[config.mk]
export PLATFORM = sky130hd
export DESIGN_NAME = cpu_stage_ctrl
export DESIGN_NICKNAME = d
export VERILOG_FILES = /design/src/rtl/cpu_stage_ctrl.sv
export SDC_FILE = /design/constraint.sdc
export NUM_CORES = 1
export LEC_CHECK = 0
export CAP_MARGIN = 40
export CORE_ASPECT_RATIO = 1.75
export CORE_UTILIZATION = 40
export CTS_BUF_LIST = sky130_fd_sc_hd__clkbuf_4 sky130_fd_sc_hd__clkbuf_8
export CTS_CLUSTER_SIZE = 40
export DETAILED_ROUTE_END_ITERATION = 8
export PLACE_DENSITY = 0.66
export SYNTH_ARGS = -nofsm -noshare
export SYNTH_HDL_FRONTEND = slang
export SYNTH_SLANG_ARGS = --single-unit
[constraint.sdc]
create_clock -name clk -period 2.8 [get_ports clk]
set_input_delay 0.56 -clock clk [delete_from_list [all_inputs] [get_ports clk]]
set_output_delay 0.56 -clock clk [all_outputs]
set_load 0.1 [all_outputs]
[src/rtl/cpu_stage_ctrl.sv]
// ============================================================================
// Module  : cpu_stage_ctrl
// Purpose : Stage sequencer for the multicycle CPU core. Rotates through
//           NUM_STAGES stages and emits one-hot latch enables for the
//           per-stage bundle registers. Also inserts fetch wait states,
//           stalls write-back on memory busy, inserts an interrupt-entry
//           cycle with acknowledge, and counts retired instructions.
// Rev     : 1.0  initial release
// ============================================================================
`default_nettype none

module cpu_stage_ctrl #(
  parameter int NUM_STAGES = 3,   // 2..8; stage 0 = fetch, last = execute/write
  parameter int MEM_WAIT   = 0,   // 0..15 extra fetch cycles
  parameter int CNT_W      = 32,  // retired-instruction counter width
  localparam int SW = (NUM_STAGES > 2) ? $clog2(NUM_STAGES) : 1
) (
  input  logic                  clk,
  input  logic                  reset,
  input  logic                  w_busy,
  input  logic                  irr,
  input  logic                  irq_en,
  output logic [SW-1:0]         stage,
  output logic [NUM_STAGES-1:0] stage_en,
  output logic                  stall,
  output logic                  retire,
  output logic                  ack,
  output logic [CNT_W-1:0]      retire_count
);

  // Stage index of the final (execute/write) stage and the fetch wait reload.
  localparam logic [SW-1:0] LAST_STAGE = SW'(NUM_STAGES - 1);
  localparam logic [SW-1:0] FETCH      = '0;
  localparam logic [3:0]    WAIT_INIT  = 4'(MEM_WAIT);

  // RUN walks the stages; IRQ is the single cycle inserted after a retire
  // that saw an enabled interrupt request.
  typedef enum logic {
    MODE_RUN = 1'b0,
    MODE_IRQ = 1'b1
  } mode_t;

  logic [SW-1:0]         stage_q, stage_d;
  logic [3:0]            wait_q,  wait_d;
  mode_t                 mode_q,  mode_d;
  logic [CNT_W-1:0]      cnt_q,   cnt_d;

  logic [NUM_STAGES-1:0] onehot;
  logic [NUM_STAGES-1:0] en_raw;
  logic                  stall_raw;
  logic                  retire_raw;
  logic                  ack_raw;

  // One-hot decode of the current stage index.
  assign onehot = NUM_STAGES'(1) << stage_q;

  // Next-state and output decode; outputs depend only on state and inputs.
  always_comb begin
    stage_d    = stage_q;
    wait_d     = wait_q;
    mode_d     = mode_q;
    cnt_d      = cnt_q;
    en_raw     = '0;
    stall_raw  = 1'b0;
    retire_raw = 1'b0;
    ack_raw    = 1'b0;

    if (mode_q == MODE_IRQ) begin
      // Interrupt-entry cycle: acknowledge, then restart fetch with a
      // fresh wait count.
      ack_raw = 1'b1;
      stage_d = FETCH;
      wait_d  = WAIT_INIT;
      mode_d  = MODE_RUN;
    end else if (stage_q == LAST_STAGE) begin
      if (w_busy) begin
        // Write port busy: hold the final stage; interrupt sampling is
        // deferred to the cycle in which busy drops.
        stall_raw = 1'b1;
      end else begin
        en_raw     = onehot;
        retire_raw = 1'b1;
        cnt_d      = cnt_q + CNT_W'(1);
        stage_d    = FETCH;
        wait_d     = WAIT_INIT;
        if (irr && irq_en) begin
          mode_d = MODE_IRQ;
        end
      end
    end else if (stage_q == FETCH) begin
      if (wait_q != 4'd0) begin
        // Instruction memory still busy: burn a wait state.
        wait_d = wait_q - 4'd1;
      end else begin
        en_raw  = onehot;
        stage_d = SW'(1);
      end
    end else begin
      // Intermediate stages take exactly one cycle each.
      en_raw  = onehot;
      stage_d = stage_q + SW'(1);
    end
  end

  // State registers with synchronous active-high reset.
  always_ff @(posedge clk) begin
    if (reset) begin
      stage_q <= FETCH;
      wait_q  <= WAIT_INIT;
      mode_q  <= MODE_RUN;
      cnt_q   <= '0;
    end else begin
      stage_q <= stage_d;
      wait_q  <= wait_d;
      mode_q  <= mode_d;
      cnt_q   <= cnt_d;
    end
  end

  // Strobes are suppressed while reset is asserted so no bundle register
  // latches and no acknowledge escapes during reset. stage_q is already 0
  // during the IRQ cycle because retire loads fetch before entering IRQ.
  assign stage        = reset ? FETCH : stage_q;
  assign stage_en     = reset ? '0    : en_raw;
  assign stall        = reset ? 1'b0  : stall_raw;
  assign retire       = reset ? 1'b0  : retire_raw;
  assign ack          = reset ? 1'b0  : ack_raw;
  assign retire_count = cnt_q;

endmodule

`default_nettype wire

### After elaboration in Yosys (flattened, before gate mapping)

Index checks and enable logic that the tools add are counted.

| cells by class | value |
|---|---|
| reductions and logical operators | 10 |
| add/subtract/negate cells | 3 |
| bitwise operators | 3 |
| shift operators | 1 |
| eq/ne operators | 3 |
| multiplexer cells | 26 |

Operators by type and width:

| operator | count |
|---|---|
| adder 32 x 1 -> 32 bit, second input constant | 1 |
| two-way mux 3 bit | 6 |
| two-way mux 4 bit | 4 |
| two-way mux 1 bit | 11 |
| two-way mux 2 bit | 5 |
| AND reduction 3 bit | 2 |
| nonzero test 2 bit | 2 |
| nonzero test 4 bit | 1 |
| OR reduction 4 bit | 1 |
| subtractor 4 x 1 -> 4 bit, second input constant | 1 |
| != test 3 bit, second input constant | 1 |
| inverter 1 bit | 3 |
| << shifter 1 x 2 -> 3 bit, first input constant | 1 |
| adder 2 x 1 -> 2 bit, second input constant | 1 |
| equality test 2 bit, second input constant | 1 |
| zero test 2 bit | 1 |
| != test 2 bit, second input constant | 1 |
| AND reduction 2 bit | 1 |
| OR reduction 2 bit | 1 |
| logical AND 1 bit | 1 |

| storage, ports and cells | value |
|---|---|
| register bits | 39 |
| logic and storage cells | 50 |
| output and inout port bits | 40 |

### Longest topological paths before layout

Gate-level depths: netlist of run 1.

| depth | value |
|---|---|
| depth in word-level cells | 6 |
| gate-level depth with buffers | 7 |
| gate-level depth less buffers | 6 |

### Least setup slack after synthesis of run 1

OpenSTA, ideal clock, no wires.

| path | value |
|---|---|
| kind | register to output |
| start | reg wait_q[0] |
| end | out stage_en[0] |
| slack | -1.000 ns |
| stages on the path, launching flop included | 5 |
| data arrival time | 3.240 ns |
| data required time | 2.240 ns |
| cells stage by stage | dfxtp_1 inv_1 ha_1 or3b_2 nor3b_1 |

| between the ends | value |
|---|---|
| longest elaborated chain between the ends | 6 |

Ends and longest elaborated chain:

| element | RTL line | text |
|---|---|---|
| start: declaration | 44 | `logic [3:0] wait_q, wait_d;` |
| start signal: assignment | 114 | `wait_q <= wait_d;` |
| nonzero test 4 bit | 91 | `if (wait_q != 4'd0) begin` |
| two-way mux 3 bit | 91 |  |
| two-way mux 3 bit | 90 | `end else if (stage_q == FETCH) begin` |
| two-way mux 3 bit | 75 | `end else if (stage_q == LAST_STAGE) begin` |
| two-way mux 3 bit | 68 | `if (mode_q == MODE_IRQ) begin` |
| two-way mux 3 bit | 124 | `assign stage_en = reset ? '0 : en_raw;` |
| end: declaration | 24 | `output logic [NUM_STAGES-1:0] stage_en,` |

Every way passes these cells.

### Worst setup path in the final report of run 1

| path | value |
|---|---|
| start | in w_busy |
| end | reg cnt_q[20], in the netlist retire_count[20] |

| between the ends | value |
|---|---|
| longest elaborated chain between the ends | 2 |

Ends and longest elaborated chain:

| element | RTL line | text |
|---|---|---|
| start: declaration | 20 | `input logic w_busy,` |
| inverter 1 bit (no line) | n/a |  |
| AND reduction 3 bit (no line) | n/a |  |
| end signal: assignment | 116 | `cnt_q <= cnt_d;` |
| end: declaration | 46 | `logic [CNT_W-1:0] cnt_q, cnt_d;` |

Every way passes these cells.
A chain may end at the register's enable or synchronous reset.

==> impl_metrics.csv, run 1 <==
group,metric,value,unit
status,status,"finished clean",
drt,drc_errors,0,
setup_path,start_kind,"primary input",
synthesis,yosysWarnings,0,
placement,dp_hpwl,3.28,mm
power,p_per_area,588,nW/um2
die,die_x,54.1,um
power,irDropWorstVdd,0.753,mV
timing,fin_hold_ws,0.488,ns
synthesis,syn-cell-area,1900,um2
setup_path,end_kind,"flop",
final_layout,area_growth,34.6,%
synthesis,synth_edf_count,0,
setup_path,critical_path_class,"in -> reg",
timing,worst_pin_slew,0.354,ns
timing,drv_slew,0,
setup_path,required,2.98,ns
placement,dpl_cell_area,2430,um2
placement,placedCellCount,314,
timing,min_period,2.72,ns
global_route,track_usage,20.0,%
die,coreArea,4480,um2
timing,setup_ws,0.0809,ns
drt,viasPerCell,5.70,
clock_tree,clk_latency,0.29,ns
final_layout,final_cell_mix,"buf_4, dfxtp_1, a21oi_1",
final_layout,num_antenna_cells,0,
clock_tree,cts_tree,"built",
global_route,first_global_vias,1710,
final_layout,layout.cells.non_filler,322,
setup_path,worstPathArrival,2.90,ns
final_layout,design_area,2550,um2
drt,num_vias,1835,
synthesis,syn_area_per_cell,8.54,um2
timing,hold_viol_final,0,
die,dieArea,5030,um2
final_layout,final_nets,278,
synthesis,yosys_most_used_dff,"dfxtp_1",
clock_tree,path_clk_slew,0.08,ns
drt,drtAntennaViolNets,0,
synthesis,seq_area_frac_synth,41.2,%
power,finalPower,1500,uW
timing,relSlewSlack,76.4,%
drt,post_drt_wl_per_cell,14.1,um
setup_path,path_max_fanout,19,
die,die_h,93.1,um
die,ios,45,
synthesis,netlist_instances,222,
synthesis,yosys_register_bits,39,
timing,skew,0.00342,ns
timing,fin_crit_sh,97.1,%
die,start_util,42.3,%
placement,port_buffers,44,
final_layout,drive_gt1_share,26.6,%
placement,gp_congestion,0.753,
global_route,grt_pass1_wl,7.60,mm
job,maxCapViolations,0,
final_layout,fillerInstances,442,
global_route,overflow,0,
clock_tree,cts_setup_buffers,0,
synthesis,synth_fp_nets,230,
clock_tree,root_buffer,"clkbuf_8",
drt,drt-initial-drc-count,29,
worst_hold_path,hold_class,"reg -> reg",
timing,setup-violations-final,0,
clock_tree,cts_buffers,5,
clock_tree,clkSinkCount,39,
global_route,antenna_found_initial,0,
synthesis,async_flop_share,0,%
drt,drt_pass1_iterations,4,
drt,drt-total-wl,4.55,mm
power,p_leak,0.000924,uW
synthesis,ys_types,35,
die,core.rowCount,32,
clock_tree,htree_levels,2,
timing,fmax,368,MHz
global_route,grt_max_degree,34,
placement,pre_cts_slack,-0.260,ns
clock_tree,clk_path_buf_depth,2,
timing,rsz0062_at_grt,"false",
final_layout,final_common_cell,"buf_4",
-- stage by stage --
| stage | TNS, ns | utilization, % |
|---|---|---|
| CTS | 0 | 56.8 |
| global route | 0 | 56.9 |
| detailed placement | -3.69 | 54.2 |
| finish | 0 | 56.9 |
| global placement | -3.12 | 54.2 |
| floorplan | -0.0263 | - |
-- critical path, cell delays in order --
cell and delay (ns):
clkdlybuf4s50_1 0.43, or4b_1 0.57, or4_4 0.68, nor4_2 0.30, mux2_2 0.36
-- cell type report --
| cell class | instances | area [um2] | share of cell area [%] |
|---|---|---|---|
| multi-input combinational | 163 | 1050 | 41.0 |
| sequential | 39 | 783 | 30.7 |
| timing repair buffer | 54 | 515 | 20.2 |
| clock buffer | 6 | 82.6 | 3.24 |
| tap | 51 | 63.8 | 2.50 |
| clock inverter | 2 | 35.0 | 1.37 |
| inverter | 7 | 26.3 | 1.03 |
-- what timing repair did --
action,in CTS,in global routing
resized for setup,0,1
endpoints found under the setup margin,0,1
hold buffers,0,0
-- cell families after synthesis --
| logic type | synth area share (%) |
|---|---|
| and+or+nand+nor | 32.1 |
| AOI/OAI and AO/OA | 14.8 |
| DFF | 41.2 |
| buffers and inverters | 4.82 |
| xor gates and xnor gates | 4.62 |
| adders and majority gates | 1.98 |
| muxes | 0.594 |
-- synthesized netlist by cell type (6+ instances only) --
master | number | area (um2)
o31ai_1 | 16 | 120
nor2_1 | 15 | 56.3
a21oi_1 | 23 | 115
nand4_1 | 6 | 37.5
nor3_1 | 7 | 35.0
o21ai_0 | 6 | 30.0
or3_1 | 6 | 37.5
dfxtp_1 | 39 | 781
nand3_1 | 10 | 50.1
xnor2_1 | 6 | 52.6
clkbuf_1 | 10 | 37.5
nand2_1 | 14 | 52.6
inv_1 | 7 | 26.3
or4_1 | 16 | 120
-- layer usage --
| metal | GRT usage, % | vias to the layer above | share of wire [%] |
|---|---|---|---|
| met5 | 0 | - | 0 |
| met1 | 19.9 | 873 | 39 |
| met2 | 38.2 | 38 | 56 |
| met3 | 3.90 | 5 | 3.5 |
| met4 | 7.05 | 0 | 1.5 |
| li1 | - | 919 | - |
-- path summary, 6_finish.rpt --
path / from / to / slack [ns] / cells after the start
setup / recovery: w_busy / retire_count[20]$_SDFFE_PP0P_ / 0.08 / 5
setup reg to reg: stage_q[0]$_SDFFE_PP0P_ / retire_count[20]$_SDFFE_PP0P_ / 0.36 / 4
hold / removal: retire_count[31]$_SDFFE_PP0P_ / retire_count[31]$_SDFFE_PP0P_ / 0.49 / 2
hold reg to reg: retire_count[31]$_SDFFE_PP0P_ / retire_count[31]$_SDFFE_PP0P_ / 0.49 / 2
-- where the power goes --
group	total, uW	switching [uW]	internal, uW
logic	394	242	152
registers	615	31.7	583
clock network	491	202	288
-- state kept, by name, summed over array words and instances, names as in the netlist --
name / count
wait_q: 4
retire_count: 32
stage_q: 2
mode_q: 1
Note: power is estimated with default switching activity, not from simulation.
==> inputs of run 2 (changes only) <==
- GPL_ROUTABILITY_DRIVEN: not set -> 0
- SLEW_MARGIN: not set -> 10
==> results of run 2 <==
Final layout, timing and power as in run 1 (identical DEF).
